## config.mk

```make
export PLATFORM = sky130hd
export DESIGN_NAME = pc_stack_unit
export DESIGN_NICKNAME = d
export VERILOG_FILES = /design/src/rtl/pc_ops_pkg.sv /design/src/rtl/ras_lifo.sv /design/src/rtl/pc_stack_unit.sv
export SDC_FILE = /design/constraint.sdc
export NUM_CORES = 1
export LEC_CHECK = 0
export CAP_MARGIN = 10
export CORE_MARGIN = 5
export CORE_UTILIZATION = 60
export CTS_BUF_LIST = sky130_fd_sc_hd__clkbuf_8
export DETAILED_ROUTE_END_ITERATION = 8
export HOLD_SLACK_MARGIN = 0.08
export PLACE_DENSITY = 0.8
export SLEW_MARGIN = 25
export SYNTH_ARGS = -nofsm -noshare
export SYNTH_HDL_FRONTEND = slang
export SYNTH_HIERARCHICAL = 1
export SYNTH_SLANG_ARGS = --single-unit
```

## constraint.sdc

```tcl
create_clock -name clk -period 11.6 [get_ports clk]
set_input_delay 1.74 -clock clk [delete_from_list [all_inputs] [get_ports clk]]
set_output_delay 1.74 -clock clk [all_outputs]
set_load 0.05 [all_outputs]
```

## src/rtl/pc_ops_pkg.sv

```systemverilog
// pc_ops_pkg
// Opcode encodings for the PC/stack unit. The CPU control unit shares these
// encodings. Codes 3'b110 and 3'b111 are reserved, and the PC unit treats
// them as HOLD.
package pc_ops_pkg;

    typedef enum logic [2:0] {
        OP_HOLD   = 3'b000,
        OP_INC    = 3'b001,
        OP_LOAD   = 3'b010,
        OP_BRANCH = 3'b011,
        OP_CALL   = 3'b100,
        OP_RET    = 3'b101
    } pc_op_e;

endpackage : pc_ops_pkg

```

## src/rtl/ras_lifo.sv

```systemverilog
// ras_lifo
// Return-address stack (LIFO). A write goes to index count, and a read comes
// from index count-1. The full and empty guards are applied here, so a push
// when full and a pop when empty are both ignored. Only the count is reset.
// The storage array is not reset.
// Ports:
//   clk    rising-edge clock
//   clr    asynchronous active-low reset (clears count only)
//   push   write din on top of the stack (ignored when full)
//   pop    discard the top entry (ignored when empty)
//   din    data to push
//   dout   current top entry (combinational read at count-1)
//   count  number of valid entries, 0..DEPTH
//   full   count == DEPTH
//   empty  count == 0
module ras_lifo
    import pc_ops_pkg::*;
#(
    parameter int WIDTH = 32,
    parameter int DEPTH = 8
) (
    input  logic                     clk,
    input  logic                     clr,
    input  logic                     push,
    input  logic                     pop,
    input  logic [WIDTH-1:0]         din,
    output logic [WIDTH-1:0]         dout,
    output logic [$clog2(DEPTH):0]   count,
    output logic                     full,
    output logic                     empty
);

    localparam int AW = $clog2(DEPTH);
    localparam int CW = AW + 1;

    logic [WIDTH-1:0] r_mem [DEPTH];
    logic [CW-1:0]    r_count;
    logic [CW-1:0]    w_count_m1;
    logic [AW-1:0]    w_wr_idx;
    logic [AW-1:0]    w_rd_idx;
    logic             w_full;
    logic             w_empty;
    logic             w_do_push;
    logic             w_do_pop;

    assign w_full     = (r_count == CW'(DEPTH));
    assign w_empty    = (r_count == {CW{1'b0}});
    assign w_do_push  = push & ~w_full;
    assign w_do_pop   = pop & ~w_empty & ~push;
    assign w_count_m1 = r_count - CW'(1);
    // When not full, count < DEPTH, so its low bits are a valid write slot.
    assign w_wr_idx   = r_count[AW-1:0];
    // When count is 0 this index wraps, but a pop is blocked in that case.
    assign w_rd_idx   = w_count_m1[AW-1:0];

    assign dout  = r_mem[w_rd_idx];
    assign count = r_count;
    assign full  = w_full;
    assign empty = w_empty;

    // Entry count tracks the accepted pushes and pops.
    always_ff @(posedge clk or negedge clr) begin
        if (!clr) begin
            r_count <= {CW{1'b0}};
        end else if (w_do_push) begin
            r_count <= r_count + CW'(1);
        end else if (w_do_pop) begin
            r_count <= w_count_m1;
        end else begin
            r_count <= r_count;
        end
    end

    // The storage array is written only on an accepted push and is never reset.
    always_ff @(posedge clk) begin
        if (w_do_push) begin
            r_mem[w_wr_idx] <= din;
        end
    end

endmodule : ras_lifo

```

## src/rtl/pc_stack_unit.sv

```systemverilog
// pc_stack_unit
// Program counter with sequential increment, load, relative branch and
// call/return through a return-address stack. One operation executes per
// rising edge of clk.
// Ports:
//   clk        rising-edge clock
//   clr        asynchronous active-low reset (Q=RESET_PC, stack emptied, flags 0)
//   op         operation (see pc_ops_pkg; 110/111 act as HOLD)
//   cond       branch condition, used only by BRANCH
//   D          load/call target, or signed branch offset
//   flag_clr   synchronous clear of ovf/unf (a flag set on the same edge wins)
//   Q          registered PC
//   ras_count  valid stack entries
//   ras_full   ras_count == DEPTH
//   ras_empty  ras_count == 0
//   ovf        sticky: CALL attempted while the stack was full
//   unf        sticky: RET attempted while the stack was empty
module pc_stack_unit
    import pc_ops_pkg::*;
#(
    parameter int               WIDTH    = 32,
    parameter int               INC      = 4,
    parameter int               DEPTH    = 8,
    parameter logic [WIDTH-1:0] RESET_PC = '0
) (
    input  logic                   clk,
    input  logic                   clr,
    input  logic [2:0]             op,
    input  logic                   cond,
    input  logic [WIDTH-1:0]       D,
    input  logic                   flag_clr,
    output logic [WIDTH-1:0]       Q,
    output logic [$clog2(DEPTH):0] ras_count,
    output logic                   ras_full,
    output logic                   ras_empty,
    output logic                   ovf,
    output logic                   unf
);

    logic [WIDTH-1:0] r_pc;
    logic             r_ovf;
    logic             r_unf;
    logic [WIDTH-1:0] w_next_pc;
    logic [WIDTH-1:0] w_seq_pc;
    logic [WIDTH-1:0] w_ras_top;
    logic             w_full;
    logic             w_empty;
    logic             w_is_call;
    logic             w_is_ret;
    logic             w_ovf_set;
    logic             w_unf_set;

    assign w_seq_pc  = r_pc + WIDTH'(INC);
    assign w_is_call = (op == OP_CALL);
    assign w_is_ret  = (op == OP_RET);
    assign w_ovf_set = w_is_call & w_full;
    assign w_unf_set = w_is_ret & w_empty;

    // The return address is always the sequential successor of the calling PC.
    ras_lifo #(
        .WIDTH (WIDTH),
        .DEPTH (DEPTH)
    ) u_ras (
        .clk   (clk),
        .clr   (clr),
        .push  (w_is_call),
        .pop   (w_is_ret),
        .din   (w_seq_pc),
        .dout  (w_ras_top),
        .count (ras_count),
        .full  (w_full),
        .empty (w_empty)
    );

    // Select the next PC. This single mux feeds r_pc.
    always_comb begin
        w_next_pc = r_pc;
        case (op)
            OP_HOLD:   w_next_pc = r_pc;
            OP_INC:    w_next_pc = w_seq_pc;
            OP_LOAD:   w_next_pc = D;
            OP_BRANCH: begin
                if (cond) begin
                    w_next_pc = r_pc + D;
                end else begin
                    w_next_pc = w_seq_pc;
                end
            end
            OP_CALL:   w_next_pc = D;
            OP_RET: begin
                // A RET on an empty stack falls through to the next instruction.
                if (w_empty) begin
                    w_next_pc = w_seq_pc;
                end else begin
                    w_next_pc = w_ras_top;
                end
            end
            default:   w_next_pc = r_pc;
        endcase
    end

    // Update the PC register.
    always_ff @(posedge clk or negedge clr) begin
        if (!clr) begin
            r_pc <= RESET_PC;
        end else begin
            r_pc <= w_next_pc;
        end
    end

    // Sticky error flags. A set on the same edge takes priority over flag_clr.
    always_ff @(posedge clk or negedge clr) begin
        if (!clr) begin
            r_ovf <= 1'b0;
            r_unf <= 1'b0;
        end else begin
            r_ovf <= w_ovf_set | (r_ovf & ~flag_clr);
            r_unf <= w_unf_set | (r_unf & ~flag_clr);
        end
    end

    assign Q         = r_pc;
    assign ovf       = r_ovf;
    assign unf       = r_unf;
    assign ras_full  = w_full;
    assign ras_empty = w_empty;

endmodule : pc_stack_unit

```

==> impl_metrics.json <==
{
  "dr_total_vias": 9544,
  "crit_arrival_ns": 3.09,
  "ys_warn_count": 6,
  "end_kind": "output pin",
  "hp-class": "register to register",
  "dieArea_sq_um": 27500,
  "max_freq_ghz": 0.207,
  "place.gp.congestion": 0.906,
  "ctsRootBufferMaster": "clkbuf_8",
  "cts_max_path_buffers": 3,
  "slew_viol_final": 0,
  "grt_pass1_vias": 9586,
  "ios": 79,
  "syn_nets": 1060,
  "yosysTopAreaCell": "edfxtp_1",
  "overflow": 0,
  "dp_cells": 1353,
  "slowest_stage": "clkdlybuf4s50_1",
  "cts_buffers": 47,
  "die_h_um": 166,
  "synthTopCellsByArea": "edfxtp_1, mux4_1, dfrtp_1, ha_1, mux2_2",
  "fin_area_sq_um": 16600,
  "synth_area_sq_um": 14600,
  "yosysSeqAreaShare_pct": 59.3,
  "rsz0062_at_grt": "false",
  "synth_edf_count": 256,
  "grt_max_degree": 55,
  "relSlewSlack_pct": 29.6,
  "placed_area_sq_um": 15700,
  "drt-total-wl_mm": 36.0,
  "cts.sinks": 294,
  "final_common_cell": "edfxtp_1",
  "cts_tree": "done",
  "antenna_cells": 0,
  "drive_above_1_share_pct": 13.7,
  "fin_crit_sh_pct": 41.7,
  "post_cts_resized": 0,
  "worstPathRequired_ns": 9.86,
  "avgSynthCellArea_sq_um": 14.8,
  "drtIter0Drc": 1153,
  "io_buffers": 78,
  "pre_cts_ws_ns": 6.36,
  "drc": 0,
  "mostFrequentLayoutCells": "edfxtp_1, clkdlybuf4s50_1, mux4_1",
  "nNetsFinal": 1152,
  "grt_busiest_layer": "met2",
  "max_stage_delay_ns": 0.87,
  "ys_types": 72,
  "worst_slack_ns": 6.77,
  "routedWlPerCell_um": 25.0,
  "cts_setup_buffers": 0,
  "period_minus_slack_ns": 4.83,
  "routed_via_density": 6.63,
  "p_leak_nw": 5.94,
  "synth-seq-cells": 294,
  "grt_pass1_wl_mm": 55.7,
  "start_util_pct": 60.4,
  "grt_use_total_pct": 25.9,
  "power.density_nw_per_um2": 251,
  "synth_top_area_share_pct": 52.8,
  "grt.met1_usage_pct": 35.3,
  "die_w_um": 166,
  "hold_viol_final": 0,
  "synthCells": 986,
  "drv_cap": 0,
  "worst_skew_pair.late_latency_ns": 0.56,
  "grt_use_met2_pct": 41.6,
  "start_kind": "register",
  "synth_ff_type": "edfxtp_1",
  "coreArea_sq_um": 24100,
  "path_max_fanout": 20,
  "dr.pass1.iters": 7,
  "rows": 57,
  "worstSetupPathType": "register to output pin",
  "worstPathCellList": "inv_1 > ha_2 > nand2b_1 > nor2_1 > clkdlybuf4s50_1",
  "skew_ns": 0.0146,
  "ant_nets": 0,
  "peakVddDrop_mv": 0.263,
  "antenna_found_initial": 0,
  "dp.final_hpwl_mm": 22.0,
  "clk_pin_slew_ns": 0.06,
  "htree_levels": 2,
  "status": "completed",
  "area_growth_pct": 14.0,
  "synthArstFlopShare_pct": 12.9,
  "finalSetupTns_ns": 0,
  "setup_viol": 0,
  "grtUsageMet3_pct": 5.26,
  "worst_pin_slew_ns": 1.06,
  "stdcell_count": 1439,
  "cts_hold_buf": 0
}
-- layer usage --
layer / routed length, um / vias up
met3: 3130 / 104
met1: 14300 / 4714
met2: 17100 / 540
met5: 0 / -
met4: 1450 / 0
li1: - / 4186
-- final timing paths --
path / from / cells past startpoint / slack, ns / to
max: u_ras/count[0]$_DFFE_PN0P_ / 5 / 6.77 / ras_empty
min: ovf$_DFF_PN0_ / 1 / 0.50 / ovf$_DFF_PN0_
max reg2reg: u_ras/count[0]$_DFFE_PN0P_ / 9 / 7.87 / Q[31]$_DFFE_PN0N_
min reg2reg: ovf$_DFF_PN0_ / 1 / 0.50 / ovf$_DFF_PN0_
max in group asynchronous: clr / 2 / 9.82 / u_ras/count[0]$_DFFE_PN0P_
min in group asynchronous: clr / 2 / 1.30 / Q[0]$_DFFE_PN0P_
-- power by group --
group          internal [mW]  total (mW)  switching, mW
clock network          0.448       0.856          0.408
registers               1.36        1.50          0.139
logic                  0.761        1.82           1.05
-- kinds of logic after synthesis --
| kind of cell | count (synthesis) | share of synthesized area (%) |
|---|---|---|
| simple gates | 211 | 7.25 |
| buf+inv | 73 | 2.48 |
| mux | 97 | 14.0 |
| fa+ha+maj | 35 | 3.06 |
| flops | 294 | 59.3 |
| xor+xnor | 55 | 3.31 |
| compound gates | 221 | 10.6 |
-- layout make-up --
class,instances,area [sq um]
clock buffer,47,647
clock inverter,39,250
fill,1658,7500
inverter,22,82.6
multi-input combinational,619,5650
sequential,294,8640
tap,324,405
timing repair buffer,94,928
-- state kept, by name (all words and copies together), names as in the netlist --
name	flops
unf	1
Q	32
u_ras/r_mem	256
ovf	1
u_ras/count	4
-- synthesized netlist by cell type, drive strengths merged (9+ instances only) --
cell type and instances:
a221o 10, mux4 64, dfrtp 38, a31oi 15, o21ai 35, and3 16
nor2 53, nand2 59, a221oi 18, inv 22, nand4 9, clkbuf 29
nand2b 9, nand3 21, nor3 18, a21o 14, a21oi 56, ha 34
buf 22, o21a 10, xor2 23, xnor2 32, edfxtp 256, mux2 33
-- critical path: cells and delay by family, from the launching register on --
| family | cells | cell delay (ns) |
|---|---|---|
| adder cells (fa/ha/maj) | 1 | 0.34 |
| buffers and inverters | 2 | 1.08 |
| flip-flops | 1 | 0.62 |
| AND/OR/NAND/NOR | 2 | 0.49 |
-- through the flow --
step | hold slack, ns | power [mW] | utilization (%)
after detailed placement | 0.491 | 3.30 | 65.1
after floorplan | 0.585 | 2.82 | -
final | 0.502 | 4.17 | 68.9
after CTS | 0.509 | 4.16 | 68.9
after global routing | 0.538 | 4.36 | 68.9
after global placement | 0.495 | 3.26 | 64.9
(Power assumes the default switching activity.)
